File: src/rtl/clock_ctrl.sv
// clock_ctrl: mode FSM and carry-chain control for a HH:MM:SS digital clock.
// Build option: SET_TIMEOUT_EN adds a 30-tick inactivity exit from SET modes.
//
// Ports:
//   clk_out     in   system clock, rising edge
//   rst         in   synchronous active-high reset
//   tick_1hz    in   one-cycle pulse per second
//   mode_btn    in   one-cycle pulse, advances RUN->SET_HOUR->SET_MIN->RUN
//   inc_btn     in   one-cycle pulse, increments the selected field
//   over[5:0]   in   digit carries {h1,h0,m1,m0,s1,s0}
//   hour1_value in   tens-of-hours digit
//   inc[5:0]    out  digit increment enables, same order as over
//   re          out  hour0 early rollover (tens-of-hours is 2)
//   clr_sec     out  one-cycle clear of seconds on SET_MIN exit
//   mode[1:0]   out  00 RUN, 01 SET_HOUR, 10 SET_MIN
//   blink       out  blank the selected field while setting

module clock_ctrl (
    input  logic       clk_out,
    input  logic       rst,
    input  logic       tick_1hz,
    input  logic       mode_btn,
    input  logic       inc_btn,
    input  logic [5:0] over,
    input  logic [3:0] hour1_value,
    output logic [5:0] inc,
    output logic       re,
    output logic       clr_sec,
    output logic [1:0] mode,
    output logic       blink
);

    typedef enum logic [1:0] {
        RUN      = 2'b00,
        SET_HOUR = 2'b01,
        SET_MIN  = 2'b10
    } state_t;

    state_t     state_q;
    logic       blink_q;
    logic       clr_q;
    logic [5:0] inc_d;
    logic       in_set;
    logic       tmo_hit;
    logic       set_btn;

    assign in_set  = (state_q == SET_HOUR) || (state_q == SET_MIN);
    // A simultaneous mode press wins over the increment.
    assign set_btn = inc_btn & ~mode_btn;

`ifdef SET_TIMEOUT_EN
    logic [4:0] tmo_q;

    // Hit on the edge where the count would reach 30.
    assign tmo_hit = in_set && tick_1hz && !mode_btn && !inc_btn
                     && (tmo_q == 5'd29);

    always_ff @(posedge clk_out) begin
        if (rst || !in_set || mode_btn || inc_btn || tmo_hit) begin
            tmo_q <= 5'd0;
        end else if (tick_1hz) begin
            tmo_q <= tmo_q + 5'd1;
        end
    end
`else
    assign tmo_hit = 1'b0;
`endif

    // Same-cycle carry chain; minutes never carry into hours while setting.
    always_comb begin
        inc_d = 6'b0;
        if (!rst) begin
            unique case (state_q)
                RUN: begin
                    inc_d[0] = tick_1hz;
                    inc_d[1] = inc_d[0] & over[0];
                    inc_d[2] = inc_d[1] & over[1];
                    inc_d[3] = inc_d[2] & over[2];
                    inc_d[4] = inc_d[3] & over[3];
                    inc_d[5] = inc_d[4] & over[4];
                end
                SET_HOUR: begin
                    inc_d[4] = set_btn;
                    inc_d[5] = inc_d[4] & over[4];
                end
                SET_MIN: begin
                    inc_d[2] = set_btn;
                    inc_d[3] = inc_d[2] & over[2];
                end
                default: inc_d = 6'b0;
            endcase
        end
    end

    always_ff @(posedge clk_out) begin
        if (rst) begin
            state_q <= RUN;
            blink_q <= 1'b0;
            clr_q   <= 1'b0;
        end else begin
            clr_q <= 1'b0;
            unique case (state_q)
                RUN: begin
                    blink_q <= 1'b0;
                    if (mode_btn) begin
                        state_q <= SET_HOUR;
                        blink_q <= 1'b1;
                    end
                end
                SET_HOUR: begin
                    if (mode_btn) begin
                        state_q <= SET_MIN;
                        blink_q <= 1'b1;
                    end else if (tmo_hit) begin
                        state_q <= RUN;
                        blink_q <= 1'b0;
                    end else if (tick_1hz) begin
                        blink_q <= ~blink_q;
                    end
                end
                SET_MIN: begin
                    if (mode_btn || tmo_hit) begin
                        state_q <= RUN;
                        blink_q <= 1'b0;
                        clr_q   <= 1'b1;
                    end else if (tick_1hz) begin
                        blink_q <= ~blink_q;
                    end
                end
                default: begin
                    state_q <= RUN;
                    blink_q <= 1'b0;
                end
            endcase
        end
    end

    assign inc     = inc_d;
    assign re      = (hour1_value == 4'd2);
    assign clr_sec = clr_q;
    assign mode    = state_q;
    assign blink   = blink_q;

endmodule

File: config.mk
export PLATFORM = sky130hd
export DESIGN_NAME = clock_ctrl
export DESIGN_NICKNAME = d
export VERILOG_FILES = /design/src/rtl/clock_ctrl.sv
export SDC_FILE = /design/constraint.sdc
export NUM_CORES = 1
export LEC_CHECK = 0
export CAP_MARGIN = 15
export CORE_AREA = 2 2 39 41
export DETAILED_ROUTE_END_ITERATION = 7
export DIE_AREA = 0 0 41 43
export GPL_ROUTABILITY_DRIVEN = 1
export SYNTH_ARGS = -nofsm -noshare
export SYNTH_HDL_FRONTEND = slang
export SYNTH_SLANG_ARGS = --single-unit
File: constraint.sdc
create_clock -name clk_out -period 1.3 [get_ports clk_out]
set_input_delay 0.26 -clock clk_out [delete_from_list [all_inputs] [get_ports clk_out]]
set_output_delay 0.26 -clock clk_out [all_outputs]
set_load 0.02 [all_outputs]
# After elaboration in Yosys (flattened, before gate mapping)
# Cells that the tools add are included.
[classes]
n_eq_ne = 6
n_mux = 13
n_bitwise = 11
reduce_logical = 3
[ops]
columns = ["cell", "n"]
rows = [
  ["1-bit bitwise AND", 8],
  ["2-bit 2-to-1 mux", 4],
  ["2-bit case mux with 2 select lines", 2],
  ["6-bit 2-to-1 mux", 1],
  ["2-bit inequality test (second input constant)", 3],
  ["2-bit case mux with 3 select lines", 1],
  ["4-bit by 2-bit equality test with 1-bit output (second input constant)", 1],
  ["1-bit 2-to-1 mux", 4],
  ["1-bit inverter", 3],
  ["1-bit case mux with 3 select lines", 1],
  ["3-bit AND reduction", 1],
  ["2-bit by 1-bit equality test with 1-bit output (second input constant)", 1],
  ["2-bit equality test (second input constant)", 1],
  ["2-bit logical NOT", 1],
  ["2-bit OR reduction", 1],
]
[word_totals]
register_bits = 4
inputBits = 15
output_inout_bits = 11
wordCells = 36

# Logic depth before layout (Yosys ltp)
# Gate-level depths: netlist of run 1.
[depth]
word_depth = 7
ltp_mapped = 4

# Worst setup path before layout of run 1
# Ideal clock, no wire load.
[synth_timing]
path_type = "register to output"
from = "register state_q[0], in the netlist mode[0]"
to = "output port inc[3]"
t_arrival_ns = 1.405
path_slack_ns = -0.365
stages_incl_launch_ff = 5
n_path_buf = 1
path_cell_list = "dfxtp_1 > buf_4 > and4b_1 > mux2i_1 > nor3b_1"
[synth_between]
elab_chain_cells = 3
[synth_rtl]
columns = ["item", "line", "source"]
rows = [
  ["start, declared", "39", "state_t state_q;"],
  ["start signal, assigned", "97", "state_q <= RUN;"],
  ["start signal, assigned", "106", "state_q <= SET_HOUR;"],
  ["start signal, assigned", "112", "state_q <= SET_MIN;"],
  ["2-bit equality test or 2-bit logical NOT (tied branches)", "73", "unique case (state_q)"],
  ["2-bit case mux with 2 select lines (*)", "73", ""],
  ["6-bit 2-to-1 mux (*)", "72", "if (!rst) begin"],
  ["end, declared", "26", "output logic [5:0] inc,"],
]
# Mark *: on every way between the ends. The rest lies on a longest branch, timed or not.

# Final worst setup path of run 1
[layout_timing]
from = "register state_q[0], in the netlist mode[0]"
to = "output port inc[5]"
[layout_between]
elab_chain_cells = 3
[layout_rtl]
columns = ["item", "line"]
rows = [
  ["2-bit by 1-bit equality test with 1-bit output or 2-bit logical NOT (tied branches)", "73"],
  ["2-bit case mux with 2 select lines (*)", "73"],
  ["6-bit 2-to-1 mux (*)", "72"],
]
# Marks and branches as above.

==> results of run 1 <==
routing by layer:
metal,part of all wire,GRT usage
met2,0.49,0.147
met1,0.46,0.140
met4,0,0.100
met5,0,0
met3,0.052,0
logic make-up after synthesis:
kind of cell           synth area share
AO/OA/AOI/OAI                    0.0811
buffers and inverters            0.0450
multiplexers                     0.0360
flip-flops                        0.288
AND/OR/NAND/NOR                   0.486
XOR/XNOR                         0.0631
metrics by stage:
step / TNS [ns] / area, um2 / std cells / util
detailed placement: -5.27 / 598 / 77 / 0.432
global placement: -5.27 / 598 / 77 / 0.432
finish: -0.845 / 608 / 81 / 0.439
floorplan: -0.293 / 308 / 32 / -
global route: -1.18 / 608 / 81 / 0.439
CTS: -1.14 / 592 / 80 / 0.428
path summary, 6_finish.rpt:
path / start / end / slack [ns] / cells after the start
max: mode[0]$_SDFFE_PP0P_ / inc[5] / -0.25 / 4
min: rst / mode[1]$_SDFFE_PP0P_ / 0.55 / 3
max reg2reg: mode[1]$_SDFFE_PP0P_ / blink$_SDFF_PP0_ / 0.35 / 3
min reg2reg: mode[1]$_SDFFE_PP0P_ / mode[0]$_SDFFE_PP0P_ / 0.60 / 2
report_power, final:
group | internal [mW] | leakage, nW | switching (mW)
registers | 0.132 | 0.0342 | 0.0101
logic | 0.0862 | 0.250 | 0.0703
clock network | 0.103 | 0.0138 | 0.0491
total | 0.321 | 0.298 | 0.130
cells in the mapped netlist, drive strengths merged:
master / number / area share
a31oi: 1 / 0.023
and2: 1 / 0.023
nand3: 1 / 0.018
nor4b: 1 / 0.032
and4b: 1 / 0.036
and2b: 1 / 0.027
nand2: 2 / 0.027
a32o: 1 / 0.041
a21oi: 1 / 0.018
xnor2: 1 / 0.032
dfxtp: 4 / 0.29
nor3b: 3 / 0.081
xor2: 1 / 0.032
buf: 2 / 0.045
or2b: 1 / 0.027
and4bb: 2 / 0.090
nor2: 4 / 0.054
nor3: 1 / 0.018
nand3b: 2 / 0.054
mux2i: 1 / 0.036
sequential cells by signal (all words and copies together), names as in the netlist:
name,cells
blink,1
clr_sec,1
mode,2
repair_timing:
item,4_1_cts,5_1_grt
resized for setup,53,6
pin swaps,5,5
setup endpoints to repair,11,7
hold endpoints to repair,0,0
buffers inserted,0,1
layout make-up:
type                            instances  share of cell area
Tap cell                               16              0.0329
Multi-Input combinational cell         26               0.364
Timing Repair Buffer                   32               0.422
Clock buffer                            3              0.0370
Sequential cell                         4               0.144
tightest hold or removal path, delay by kind of cell:
family                 cells  cell delay (ns)
buffers and inverters      2             0.44
AO/OA/AOI/OAI              1             0.04
==> impl_metrics.ini, run 1 <==
[clock_tree]
cts-htree-levels = 1
clock_latency_ns = 0.23
numClockSinks = 4
holdBufCountCts = 0
path_clk_slew_ns = 0.04
numCtsBuffers = 3
cts_root_buffer = clkbuf_4
clockBufferDepth = 2
cts_tree = done

[grt]
track_usage = 0.106
grt_pass1_vias = 337
grt_pass1_wl_mm = 1.28
grt_overflow = 0
antenna_found_initial = 0
grt_max_degree = 9

[timing]
rsz0062_at_grt = yes
finalMaxSlewViolations = 0
fin_skew_ns = 0.000707
setup_ws_ns = -0.250
min_period_over_period = 1.19
setup_viol = 5
min_period_ns = 1.55
max_freq_mhz = 645
worst_pin_slew_ns = 0.223
slew_headroom = 0.847
whs_ns = 0.547
finalHoldViolations = 0

[critical_path]
crit_family = flip-flops
cp_max_fo = 6
cp_num_buf_inv = 1
crit_slowest_cell = dfxtp_4
crit_path_max_incr_delay_ns = 0.36
endpoint_kind = output pin
critPathRequiredTime_ns = 1.04
arrival_ns = 1.29
crit_chain = and4b_1, a32o_2, and2_4, buf_6
worstSetupStartpointType = flip-flop
worstSetupPathType = reg2out

[logic_synthesis]
netlist_area_um2 = 278
ys_seq_elements = 4
syn_avg_cell_area_um2 = 8.68
syn_nets = 47
ys_types = 22
yosysSeqAreaShare = 0.288
ys_warn_count = 0
synth_cells = 32

[cells_and_area]
n_antenna_cell = 0
n_fill_cell = 145
layout_commonest_cell = dlygate4sd2_1
final-seq-area_um2 = 87.6
multiInputGateArea_um2 = 221
drive_gt1_frac = 0.477
final_cell_mix = 14 x dlygate4sd2_1, 11 x buf_4, 3 x nor3b_2, 3 x clkbuf_4, 3 x buf_2
nNetsFinal = 82
area_growth_pct = 119

[power_and_ir_drop]
leakage_nw = 0.298
cellPowerDensity_mw_per_mm2 = 742
total_power_uw = 451
vdd_drop_max_v = 0.000220

[routing]
vias_per_cell = 4.48
num_vias = 363
drt_pass1_iterations = 1
drcViolationCount = 0
wl_per_cell_um = 10.4
wl_um = 839
ant_nets = 0
drtIter0Drc = 0

[placed_design]
dp_slack_ns = -0.865
numPortBuffers = 24
gp_congestion = 0.663
hpwl_um = 669

[run_status]
violations = negative setup slack
status = complete, but fails checks

[run]
drv_cap = 0

[floorplan]
dieArea_mm2 = 0.00176
ios = 26
die_h_um = 43
die_w_um = 41
initial_core_util = 0.201
rows = 14
core_area_mm2 = 0.00138

[worst_hold_path]
min_path_type = in2reg
Note: power is estimated with default switching activity, not from simulation.
==> run 2: changes to the inputs <==
TNS_END_PERCENT = 1   (was unset)
==> run 2 against run 1 <==
Compared with the run above:
- the run still ends with negative setup slack left
- first-iteration DRC count increased by 6
- design area decreased by 1.4%
- clock skew increased by 0.0076 ns
- wire length decreased by 0.12%
- register-to-register slack got worse by 0.09 ns
- global-route usage decreased by 0.26 points
- largest cell class unchanged
==> impl_metrics.ini, run 2 (synthesis results as in run 1) <==
[timing]
min_period_ns = 1.57
max_freq_mhz = 639
worst_pin_slew_ns = 0.217
min_period_over_period = 1.20
finalHoldViolations = 0
fin_skew_ns = 0.00827
slew_headroom = 0.853
whs_ns = 0.522
finalMaxSlewViolations = 0
setup_viol = 5
setup_ws_ns = -0.266
rsz0062_at_grt = yes

[cells_and_area]
layout_commonest_cell = dlygate4sd2_1
drive_gt1_frac = 0.462
final-seq-area_um2 = 85.1
largest_reg_flops = 2
area_growth_pct = 116
final_cell_mix = 14 x dlygate4sd2_1, 11 x buf_4
design_area_um2 = 599
postLayoutCoreUtil = 0.433
multiInputGateArea_um2 = 215
n_antenna_cell = 0
n_fill_cell = 152
nNetsFinal = 81

[grt]
track_usage = 0.104
grt_pass1_vias = 301
grt_overflow = 0
grt_max_degree = 9
antenna_found_initial = 0
grt_pass1_wl_mm = 1.21

[floorplan]
ios = 26
rows = 14
dieArea_mm2 = 0.00176
die_w_um = 41
core_area_mm2 = 0.00138
initial_core_util = 0.201
die_h_um = 43

[clock_tree]
cts_root_buffer = clkbuf_4
cts-htree-levels = 1
clockBufferDepth = 2
numClockSinks = 4
clock_latency_ns = 0.24
cts_tree = done
numCtsBuffers = 3
path_clk_slew_ns = 0.04

[worst_hold_path]
holdPathEnd = mode[0]$_SDFFE_PP0P_
min_path_type = in2reg
holdPathStages = 3
hold_start = rst

[routing]
ant_nets = 0
num_vias = 361
wl_per_cell_um = 10.3
drcViolationCount = 0
drt_pass1_iterations = 3
vias_per_cell = 4.46
drtIter0Drc = 6
wl_um = 838

[critical_path]
r2r_start = mode[1]$_SDFFE_PP0P_
crit_chain = and4b_1, mux2i_2, nor3b_2, buf_4
worstSetupPathType = reg2out
crit_path_max_incr_delay_ns = 0.35
worstSetupStartpointType = flip-flop
rr_endpoint = blink$_SDFF_PP0_
crit_slowest_cell = dfxtp_4
critPathRequiredTime_ns = 1.04
cp_max_fo = 5
arrival_ns = 1.31
rr_worst_depth = 4
r2r_setup_slack_ns = 0.26
endpoint_kind = output pin

[run_status]
violations = negative setup slack
status = complete, but fails checks

[placed_design]
gp_congestion = 0.698
hpwl_um = 683
placed_area_um2 = 596
numPortBuffers = 24
dp_slack_ns = -0.872

[power_and_ir_drop]
total_power_uw = 468
leakage_nw = 0.292
vdd_drop_max_v = 0.000398
cellPowerDensity_mw_per_mm2 = 780

[run]
drv_cap = 0
## run 2: layer usage
metal	part of all wire	track usage
met4	0	0.0400
met1	0.43	0.116
met2	0.50	0.153
met5	0	0
met3	0.061	0.0628
## run 2: report_power, final
part           total [mW]  internal (mW)  switching [mW]
combinational       0.157         0.0859          0.0713
clock               0.170          0.115          0.0542
sequential          0.141          0.133         0.00759
## run 2: timing repair
action / 4_1_cts / 5_1_grt
buffers inserted: 0 / 0
setup endpoints to repair: 11 / 7
endpoints found under the hold margin: 0 / 0
pin swaps: 7 / 1
hold buffers: 0 / 0
gates resized for setup: 58 / 2
## run 2: worst max-delay path: cells and delay by family, from the launching register on
family | cells | cell delay (ns)
AND/OR/NAND/NOR | 2 | 0.45
flip-flops | 1 | 0.35
buffers and inverters | 1 | 0.16
multiplexers | 1 | 0.10
## run 2: final cells by class
cell class	instances	area share
clock buffers	4	0.0438
multi-input cells	26	0.359
flip-flops and latches	4	0.142
well taps	16	0.0334
repair buffers	31	0.422
## run 2: per-stage QoR
stage / TNS [ns] / instances
finish: -0.931 / 81
detailed placement: -5.34 / 77
global placement: -5.23 / 77
CTS: -1.02 / 81
floorplan: -0.355 / 32
global route: -1.18 / 81
## run 2: worst max-delay path by stage
stage                    startpoint      to  slack [ns]  cells past startpoint
2_1_floorplan  mode[0]$_SDFFE_PP0P_  inc[3]       -0.13                      4
3_3_place_gp               mode_btn  inc[5]       -0.85                      5
3_5_place_dp               mode_btn  inc[5]       -0.87                      5
4_1_cts        mode[0]$_SDFFE_PP0P_  inc[3]       -0.30                      4
5_1_grt        mode[0]$_SDFFE_PP0P_  inc[5]       -0.31                      4
6_report       mode[0]$_SDFFE_PP0P_  inc[3]       -0.27                      4
==> run 3: changes to the inputs <==
clock period = 1.4 ns   (was 1.3 ns; I/O delays follow)
==> run 3 against run 2 <==
Compared with the run above:
- the run still ends with negative setup slack left
- non-clock buffer count is 1 lower
- via count is 3.6% lower
- largest cell class unchanged
- sequential power is 7% lower
- total power is 12% lower
- clock skew is 0.0045 ns lower
- design area is 1.9% lower
- count of clock-buffer cells in the layout is 1 lower
- first-iteration DRC count is 83% lower
- global-route usage is 0.89 points higher
==> impl_metrics.ini, run 3 (synthesis results as in run 1) <==
[worst_hold_path]
hold_start = rst
holdPathStages = 3
min_path_type = in2reg
holdPathEnd = mode[0]$_SDFFE_PP0P_

[critical_path]
r2r_start = mode[0]$_SDFFE_PP0P_
endpoint_kind = output pin
worstSetupPathType = reg2out
worstSetupStartpointType = flip-flop
critPathRequiredTime_ns = 1.12
rr_worst_depth = 4
arrival_ns = 1.30
r2r_setup_slack_ns = 0.48
rr_endpoint = blink$_SDFF_PP0_
cp_max_fo = 5

[power_and_ir_drop]
p_clk_frac = 0.341
vdd_drop_max_v = 0.000443
combinationalPowerShare = 0.342
cellPowerDensity_mw_per_mm2 = 703
switching_share = 0.282
p_switching_uw = 116
intPower_uw = 297
leakage_nw = 0.286
pwr-share-seq = 0.317

[clock_tree]
path_clk_slew_ns = 0.04
cts_tree = done
numCtsBuffers = 3
numClockSinks = 4
clock_latency_ns = 0.23
cts_root_buffer = clkbuf_4
cts-htree-levels = 1
cts_setup_buffers = 0
clockBufferDepth = 2

[run_status]
violations = negative setup slack
status = complete, but fails checks

[timing]
fin_skew_ns = 0.00382
min_period_over_period = 1.13
min_period_ns = 1.58
max_freq_mhz = 634
rsz0062_at_grt = yes
tns_ns = -0.549
finalHoldViolations = 0
finalMaxSlewViolations = 0
slew_headroom = 0.853
whs_ns = 0.520
setup_viol = 5
setup_ws_ns = -0.177
worst_pin_slew_ns = 0.216

[routing]
wl_per_cell_um = 10.1
top_layer_used = met3
drcViolationCount = 0
wl_met3_um = 47
vias_per_cell = 4.41
ant_nets = 0
drt_pass1_iterations = 4
met1_length_um = 380
wl_um = 801
num_vias = 348
drtIter0Drc = 1
met2_length_um = 373

[grt]
track_usage = 0.112
grt_pass1_vias = 319
grt_max_degree = 10
grt_overflow = 0
antenna_found_initial = 0
grt_pass1_wl_mm = 1.32

[floorplan]
initial_core_util = 0.201
rows = 14
ios = 26
dieArea_mm2 = 0.00176
die_w_um = 41
die_h_um = 43
core_area_mm2 = 0.00138

[cells_and_area]
design_area_um2 = 588
nNetsFinal = 80
fin_cells = 79
area_growth_pct = 112
final-seq-area_um2 = 85.1
n_antenna_cell = 0
layout_commonest_cell = dlygate4sd2_1
n_fill_cell = 153
drive_gt1_frac = 0.413
largest_reg_flops = 2
multiInputGateArea_um2 = 213
final_cell_mix = 13 x dlygate4sd2_1, 9 x buf_4, 4 x nor2_1

[placed_design]
numPortBuffers = 24
placed_area_um2 = 584
dp_slack_ns = -0.842
dp.cells = 76
gp_congestion = 0.715
hpwl_um = 650

[run]
drv_cap = 0
-- run 3: cell count changes in the layout (fill, tap and decap cells not counted), sizes merged --
cell           before  now
dlygate4sd2        14   13
clkbuf              4    3
clkdlybuf4s50       1    3
buf                15   13
-- run 3: power by group through the flow --
stage	combinational (mW)	sequential (mW)	clock, mW
2_1_floorplan	0.0636	0.140	0
3_3_place_gp	0.157	0.133	0
3_5_place_dp	0.157	0.133	0
4_1_cts	0.142	0.132	0.148
5_1_grt	0.153	0.134	0.156
6_report	0.142	0.131	0.141
-- run 3: cell type report --
cell class / instances / area share
multi-input combinational: 26 / 0.362
clock buffer: 3 / 0.0383
timing repair buffer: 30 / 0.421
sequential: 4 / 0.145
tap: 16 / 0.0340
-- run 3: critical path: stages (launching register included) --
cell     delay [ns]
dfxtp_4        0.36
and4b_1        0.22
a32o_2         0.23
and2_4         0.13
buf_6          0.12
-- run 3: worst max path at each step --
stage,start,to,slack (ns),cells past startpoint
after floorplan,mode[0]$_SDFFE_PP0P_,inc[5],-0.12,4
after global placement,mode_btn,inc[5],-0.83,5
after detailed placement,mode_btn,inc[5],-0.84,5
after CTS,mode[0]$_SDFFE_PP0P_,inc[3],-0.21,4
after global routing,mode[0]$_SDFFE_PP0P_,inc[5],-0.24,4
final,mode[0]$_SDFFE_PP0P_,inc[5],-0.18,4
-- run 3: metal layers --
metal  GRT usage  up-vias
met5           0        -
met4      0.0400        0
met3      0.0628        0
met2       0.147       12
met1       0.151      157
li1            -      179
-- run 3: metrics by stage --
| stage | power, mW | utilization |
|---|---|---|
| after floorplan | 0.204 | - |
| after global placement | 0.290 | 0.422 |
| after detailed placement | 0.290 | 0.422 |
| after CTS | 0.422 | 0.424 |
| after global routing | 0.443 | 0.425 |
| final | 0.414 | 0.425 |
-- run 3: what timing repair did --
| action | 4_1_cts | 5_1_grt |
|---|---|---|
| cloned | 0 | 0 |
| endpoints found under the setup margin | 11 | 8 |
| resized for setup | 53 | 1 |
| pin swaps | 6 | 1 |
| hold buffers | 0 | 0 |
